File: src/rtl/lpc_reg_pkg.sv
// ---------------------------------------------------------------------------
// lpc_reg_pkg
//   Shared definitions for the LPC CPLD internal register file write path.
//   - LPC_NUM_REGS   : number of implemented register offsets (0x00-0x1F)
//   - LPC_UNLOCK_KEY : value written to the lock register to unlock it
//   - REG_*          : well-known register offsets
//   - lpc_wr_t       : one captured write {addr, data, valid}
//   - lpc_reg_byte   : helper that extracts register i from a flat bank
// ---------------------------------------------------------------------------
package lpc_reg_pkg;

  localparam int unsigned LPC_NUM_REGS   = 32;
  localparam logic [7:0]  LPC_UNLOCK_KEY = 8'hA5;

  localparam logic [7:0] REG_VERSION   = 8'h00;
  localparam logic [7:0] REG_BIOS_WDT  = 8'h01;
  localparam logic [7:0] REG_7SEG_SEL  = 8'h0E;
  localparam logic [7:0] REG_7SEG_DATA = 8'h0F;
  localparam logic [7:0] REG_LOCK      = 8'h1E;

  typedef struct packed {
    logic [7:0] addr;
    logic [7:0] data;
    logic       valid;
  } lpc_wr_t;

  // Register i of a flat 256-bit bank image.
  function automatic logic [7:0] lpc_reg_byte(input logic [255:0] flat, input int unsigned i);
    return flat[8*i +: 8];
  endfunction

endpackage

File: src/rtl/lpc_wr_capture.sv
// ---------------------------------------------------------------------------
// lpc_wr_capture
//   First pipeline stage of the register write path. Registers the decoded
//   write {addr, data} when wr_strobe_i pulses and raises valid for exactly
//   the following cycle. Address/data hold their last captured value while
//   valid is low.
//
//   Handshake: wr_strobe_i is a one-cycle valid with no ready; the stage is
//   always able to accept, so a strobe every cycle is captured every cycle.
//
//   Ports
//     clk_i        : LPC clock
//     rst_i        : asynchronous reset, active-high (drops any capture)
//     wr_strobe_i  : one-cycle pulse, addr_i/data_i valid
//     addr_i       : register offset
//     data_i       : write data
//     wr_o         : captured write, valid for one cycle per strobe
// ---------------------------------------------------------------------------
module lpc_wr_capture
  import lpc_reg_pkg::*;
(
  input  logic       clk_i,
  input  logic       rst_i,
  input  logic       wr_strobe_i,
  input  logic [7:0] addr_i,
  input  logic [7:0] data_i,
  output lpc_wr_t    wr_o
);

  lpc_wr_t wr_q;

  always_ff @(posedge clk_i or posedge rst_i) begin
    if (rst_i) begin
      wr_q <= '0;
    end else begin
      wr_q.valid <= wr_strobe_i;
      if (wr_strobe_i) begin
        wr_q.addr <= addr_i;
        wr_q.data <= data_i;
      end
    end
  end

  assign wr_o = wr_q;

endmodule

File: src/rtl/lpc_reg_write.sv
// ---------------------------------------------------------------------------
// lpc_reg_write
//   Write side of the LPC CPLD internal register file (offsets 0x00-0x1F).
//   Decoded LPC I/O writes pass through a capture stage (lpc_wr_capture) and
//   are committed to the bank one cycle later. Each accepted write raises a
//   one-cycle pulse on WrPulse[addr]; each dropped write (out of range,
//   read-only, or write-protected) raises WrErr for one cycle instead.
//
//   Handshake: WrStrobe is a one-cycle valid with no ready. The pipeline
//   accepts one write per cycle forever, so nothing is ever back-pressured.
//
//   Ports
//     LpcClock : 33 MHz LPC clock
//     PciReset : asynchronous reset, active-high
//     WrStrobe : write completed, AddrReg/DataWr valid this cycle
//     AddrReg  : register offset (full 8-bit compare against NUM_REGS)
//     DataWr   : write data
//     HwSet    : sticky-set requests for W1C regs, bit 8i+b -> reg i bit b
//     RegFile  : flat register contents, reg i at [8i+7:8i]
//     WrPulse  : one-hot pulse on the register that accepted a write
//     WrErr    : pulse when a write is dropped
//
//   Build option: define LPC_WR_LOCK_EN to turn LOCK_ADDR into a lock flag
//   (locked after reset, 8'hA5 unlocks, anything else locks) that drops
//   writes to PROT_MASK registers while locked. Without it LOCK_ADDR is an
//   ordinary register and PROT_MASK has no effect.
// ---------------------------------------------------------------------------
module lpc_reg_write
  import lpc_reg_pkg::*;
#(
  parameter int unsigned   NUM_REGS   = LPC_NUM_REGS,
  parameter logic [7:0]    HW_VERSION = 8'h01,
  parameter logic [31:0]   RO_MASK    = 32'h1,
  parameter logic [31:0]   W1C_MASK   = 32'h0,
  parameter logic [255:0]  RESET_VAL  = 256'h0,
  parameter logic [7:0]    LOCK_ADDR  = REG_LOCK,
  parameter logic [31:0]   PROT_MASK  = 32'h2
) (
  input  logic         LpcClock,
  input  logic         PciReset,
  input  logic         WrStrobe,
  input  logic [7:0]   AddrReg,
  input  logic [7:0]   DataWr,
  input  logic [255:0] HwSet,
  output logic [255:0] RegFile,
  output logic [31:0]  WrPulse,
  output logic         WrErr
);

  // Reg 0 is the version register and can never be written or set.
  localparam logic [31:0] RO_EFF  = RO_MASK | 32'h1;
  localparam logic [31:0] W1C_EFF = W1C_MASK & ~32'h1;

  // ---------------------------------------------------------------------
  // Stage 1: capture
  // ---------------------------------------------------------------------
  lpc_wr_t s1;

  lpc_wr_capture u_capture (
    .clk_i       (LpcClock),
    .rst_i       (PciReset),
    .wr_strobe_i (WrStrobe),
    .addr_i      (AddrReg),
    .data_i      (DataWr),
    .wr_o        (s1)
  );

  // ---------------------------------------------------------------------
  // Stage 2: classify and commit
  // ---------------------------------------------------------------------
  logic [7:0]  bank_q [32];
  logic [7:0]  bank_d [32];
  logic [31:0] pulse_q, pulse_d;
  logic        err_q, err_d;
  logic        in_range;
  logic [4:0]  idx;

  // Full-width compare so 0x20-0xFF can never alias onto a low offset.
  assign in_range = (32'(s1.addr) < NUM_REGS);
  assign idx      = s1.addr[4:0];

`ifdef LPC_WR_LOCK_EN
  logic lock_q, lock_d;
`endif

  always_comb begin
    for (int i = 0; i < 32; i++) begin
      bank_d[i] = bank_q[i];
    end
    pulse_d = '0;
    err_d   = 1'b0;
`ifdef LPC_WR_LOCK_EN
    lock_d  = lock_q;
`endif

    if (s1.valid) begin
      if (!in_range) begin
        err_d = 1'b1;
      end
`ifdef LPC_WR_LOCK_EN
      // The lock register itself is always writable so software can unlock.
      else if (s1.addr == LOCK_ADDR) begin
        lock_d         = (s1.data != LPC_UNLOCK_KEY);
        pulse_d[idx]   = 1'b1;
      end
      // lock_q already reflects a lock write committed on the previous edge.
      else if (lock_q && PROT_MASK[idx]) begin
        err_d = 1'b1;
      end
`endif
      else if (RO_EFF[idx]) begin
        err_d = 1'b1;
      end else begin
        if (W1C_EFF[idx]) begin
          bank_d[idx] = bank_q[idx] & ~s1.data;
        end else begin
          bank_d[idx] = s1.data;
        end
        pulse_d[idx] = 1'b1;
      end
    end

    // Hardware sticky sets are applied after the write so a set and a
    // clear of the same bit in one cycle leaves the bit set.
    for (int i = 0; i < 32; i++) begin
      if (W1C_EFF[i] && (i < int'(NUM_REGS))) begin
        bank_d[i] = bank_d[i] | HwSet[8*i +: 8];
      end
    end
  end

  always_ff @(posedge LpcClock or posedge PciReset) begin
    if (PciReset) begin
      for (int i = 0; i < 32; i++) begin
        bank_q[i] <= (i == 0) ? HW_VERSION : RESET_VAL[8*i +: 8];
      end
      pulse_q <= '0;
      err_q   <= 1'b0;
`ifdef LPC_WR_LOCK_EN
      lock_q  <= 1'b1;
`endif
    end else begin
      for (int i = 0; i < 32; i++) begin
        bank_q[i] <= bank_d[i];
      end
      pulse_q <= pulse_d;
      err_q   <= err_d;
`ifdef LPC_WR_LOCK_EN
      lock_q  <= lock_d;
`endif
    end
  end

  // ---------------------------------------------------------------------
  // Outputs
  // ---------------------------------------------------------------------
  for (genvar g = 0; g < 32; g++) begin : g_regfile
    if (g >= int'(NUM_REGS)) begin : g_absent
      assign RegFile[8*g +: 8] = 8'h00;
    end else if (g == 0) begin : g_version
      assign RegFile[8*g +: 8] = HW_VERSION;
    end else begin : g_present
`ifdef LPC_WR_LOCK_EN
      assign RegFile[8*g +: 8] = (8'(g) == LOCK_ADDR) ? {7'd0, lock_q} : bank_q[g];
`else
      assign RegFile[8*g +: 8] = bank_q[g];
`endif
    end
  end

  assign WrPulse = pulse_q;
  assign WrErr   = err_q;

  // HwSet bits of non-W1C registers are intentionally ignored.
  logic unused_hwset;
  assign unused_hwset = ^HwSet;

`ifndef LPC_WR_LOCK_EN
  logic unused_lock_cfg;
  assign unused_lock_cfg = ^{PROT_MASK, LOCK_ADDR};
`endif

endmodule

File: config.mk
export PLATFORM = sky130hd
export DESIGN_NAME = lpc_reg_write
export DESIGN_NICKNAME = d
export VERILOG_FILES = /design/src/rtl/lpc_reg_pkg.sv /design/src/rtl/lpc_wr_capture.sv /design/src/rtl/lpc_reg_write.sv
export SDC_FILE = /design/constraint.sdc
export NUM_CORES = 1
export LEC_CHECK = 0
export ABC_AREA = 1
export CAP_MARGIN = 20
export CORE_AREA = 2 2 220 222
export CTS_CLUSTER_DIAMETER = 30
export DETAILED_ROUTE_END_ITERATION = 16
export DIE_AREA = 0 0 222 224
export HOLD_SLACK_MARGIN = 0.05
export PLACE_DENSITY_LB_ADDON = 0.15
export SETUP_SLACK_MARGIN = 0.1
export SYNTH_ARGS = -nofsm -noshare
export SYNTH_HDL_FRONTEND = slang
export SYNTH_SLANG_ARGS = --single-unit
File: constraint.sdc
create_clock -name LpcClock -period 32.1 [get_ports LpcClock]
set_input_delay 8.025 -clock LpcClock [delete_from_list [all_inputs] [get_ports LpcClock]]
set_output_delay 8.025 -clock LpcClock [all_outputs]
set_load 0.005 [all_outputs]
==> impl_metrics.env <==
export IMPL_gr_usage_all_layers=0.172
export IMPL_clockPowerShare=0.614
export IMPL_rsz0062_at_grt="false"
export IMPL_die_w_um=222
export IMPL_ant_nets=0
export IMPL_syn_avg_cell_area_um2=9.39
export IMPL_relSlewSlack=0.292
export IMPL_p_switching_mw=0.339
export IMPL_numCtsBuffers=83
export IMPL_seqPwrFrac=0.298
export IMPL_cp_num_buf_inv=4
export IMPL_area_growth_pct=57.1
export IMPL_comb_power_share=0.088
export IMPL_final_hold_violation_count=0
export IMPL_cts_max_level=3
export IMPL_die_h_um=224
export IMPL_finClkSkew_ns=0.0137
export IMPL_hold_path_class="reg -> reg"
export IMPL_worstMarginPinSlew_ns=1.06
export IMPL_die_area_mm2=0.0497
export IMPL_yosys_area_share_simple=0.299
export IMPL_drc=0
export IMPL_p_total_mw=1.47
export IMPL_cts_sinks=298
export IMPL_antenna_found_initial=5
export IMPL_worstPathCellList="clkdlybuf4s50_1 -> inv_8 -> buf_4 -> buf_4"
export IMPL_swShare=0.230
export IMPL_period_share=0.313
export IMPL_seq_area_mm2=0.00746
export IMPL_synth_top_family_by_area="simple AND/OR/NAND/NOR gates"
export IMPL_synth_area_mux_share=0.00963
export IMPL_slowest_delay_ns=0.70
export IMPL_ys_types=18
export IMPL_ys_seq_elements=298
export IMPL_core_area_mm2=0.0473
export IMPL_multi_input_area_mm2=0.00368
export IMPL_num_io_pins=564
export IMPL_final_cell_mix="nand2_1, clkdlybuf4s50_1, dfrtp_1"
export IMPL_seq_area_frac_synth=0.638
export IMPL_fmax_mhz=99.5
export IMPL_wl_per_cell_um=18.8
export IMPL_cts_tree="built"
export IMPL_final_layout_size_suffix_gt1_frac=0.131
export IMPL_grt_pass1_vias=9943
export IMPL_p_int_mw=1.13
export IMPL_endpoint_kind="async pin"
export IMPL_leakagePower_nw=9.30
export IMPL_peakVddDrop_v=0.0000566
export IMPL_fin_nets=1846
export IMPL_synth_compound_area_frac=0.00321
export IMPL_grt_pass1_wl_mm=64.3
export IMPL_cts_resized_gates=0
export IMPL_synthXorXnorAreaFrac=0
export IMPL_clockBufferDepth=3
export IMPL_fill_cells=4770
export IMPL_syn_inst=1245
export IMPL_start_kind="input port"
export IMPL_dpl_hpwl_mm=25.3
export IMPL_floorplan_initialDensity=0.247
export IMPL_drt_first_pass_iters=6
export IMPL_cts_clk_slew_worst_paths_ns=0.04
export IMPL_grt_max_degree=121
export IMPL_vias=9854
export IMPL_routed_wl_mm=42.5
export IMPL_clk_latency_ns=0.59
export IMPL_fin_crit_ns=10.05
export IMPL_finalMaxSlewViolations=0
export IMPL_path_class="in -> async"
export IMPL_syn_area_mm2=0.0117
export IMPL_crit_fanout=120
export IMPL_gp_congestion=0.739
export IMPL_cts_setup_buffers=0
export IMPL_power_per_cell_area_mw_per_mm2=80.1
export IMPL_cpLargestDelayFamily="buffers and inverters"
export IMPL_setup_viol=0
export IMPL_cts_root_buf="clkbuf_16"
export IMPL_drt_iter0_drc=802
export IMPL_yosys_warnings=0
export IMPL_critical_path_arrival_ns=10.67
export IMPL_layout_commonest_cell="nand2_1"
export IMPL_status="finished, final reports clean"
export IMPL_finalSetupTns_ns=0
export IMPL_worst_path_max_delay_cell="buf_4"
export IMPL_cts_hold_buf=0
export IMPL_required_ns=32.72
export IMPL_port_buffers=299
export IMPL_path_common_cell="buf_4"
export IMPL_max_cap_violations=0
export IMPL_synthAdderAreaFrac=0
export IMPL_core_rowCount=80
export IMPL_overflow=0
export IMPL_vias_per_cell=4.36
## layout make-up
cell class / count / share of cell area
timing repair buffer: 321 / 0.174
inverter: 40 / 0.00859
clock buffer: 112 / 0.130
clock inverter: 42 / 0.0385
multi-input combinational: 827 / 0.201
antenna: 4 / 0.000545
tap: 615 / 0.0419
sequential: 298 / 0.407
## per-layer routing
metal | vias up | GRT usage | share of wire
li1 | 4656 | - | -
met1 | 4742 | 0.234 | 0.47
met2 | 404 | 0.247 | 0.42
met3 | 50 | 0.0699 | 0.094
met4 | 2 | 0.0549 | 0.015
met5 | - | 0 | 0.00026
## registers in the layout, indices dropped and copies added (netlist names)
| signal | count |
|---|---|
| WrErr | 1 |
| u_capture.wr_o | 17 |
| RegFile | 248 |
| WrPulse | 32 |
## synthesized netlist by cell type
| cell | instances | area share |
|---|---|---|
| nand2_1 | 520 | 0.17 |
| dfrtp_1 | 298 | 0.64 |
| nand3_1 | 248 | 0.11 |
| clkbuf_1 | 38 | 0.012 |
| inv_1 | 37 | 0.012 |
| buf_2 | 33 | 0.014 |
| nand2_2 | 18 | 0.0096 |
| buf_4 | 15 | 0.0096 |
| mux2_2 | 10 | 0.0096 |
| nor3_4 | 8 | 0.011 |
| o21ai_0 | 6 | 0.0026 |
| nor2_4 | 4 | 0.0039 |
| inv_2 | 3 | 0.00096 |
| conb_1 | 2 | 0.00064 |
| nor2_1 | 2 | 0.00064 |
| a21boi_0 | 1 | 0.00064 |
| buf_1 | 1 | 0.00032 |
| nand3_2 | 1 | 0.00086 |
## power groups by stage
| stage | Sequential [mW] | Combinational, mW | Clock, mW |
|---|---|---|---|
| global route | 0.443 | 0.143 | 0.942 |
| floorplan | 0.432 | 0.0496 | 0 |
| CTS | 0.441 | 0.130 | 0.918 |
| finish | 0.439 | 0.129 | 0.902 |
| global placement | 0.445 | 0.129 | 0 |
| detailed placement | 0.445 | 0.130 | 0 |
## final timing paths
kind / cells after the start / startpoint / end / slack, ns
setup / recovery: 4 / PciReset / RegFile[86] / 22.05
hold / removal: 2 / RegFile[79] / RegFile[79] / 0.46
setup reg to reg: 7 / u_capture.wr_o[16] / RegFile[180] / 29.32
hold reg to reg: 2 / RegFile[79] / RegFile[79] / 0.46
max in group LpcClock: 1 / RegFile[71] / RegFile[71] / 22.53
min in group asynchronous: 2 / PciReset / WrPulse[6] / 7.99
## through the flow
step / cells / util / hold WS, ns / setup slack [ns] / area (µm²)
after floorplan: 1252 / - / 0.465 / 15.84 / 11700
after CTS: 2253 / 0.387 / 0.468 / 21.60 / 18300
final: 2259 / 0.388 / 0.464 / 22.05 / 18400
after global routing: 2255 / 0.388 / 0.475 / 21.69 / 18400
after global placement: 2099 / 0.321 / 0.454 / 20.94 / 15200
after detailed placement: 2099 / 0.321 / 0.457 / 20.95 / 15200
## logic make-up (layout without fill, tap and decap cells)
group	count (synthesis)	in the layout
AOI/OAI and AO/OA	7	7
buffers and inverters	127	515
DFF	298	298
muxes	10	10
other	2	13
and+or+nand+nor	801	801
## worst register-to-register path, cell delays in order (launching register included)
cell and delay, ns:
dfrtp_1 0.37, nor2_1 0.23, nand3_2 0.25, nor2_4 0.68, buf_4 0.59, nand2_1 0.35, nand2_1 0.13, nand2_1 0.06
Power figures use the tool's default switching activity.
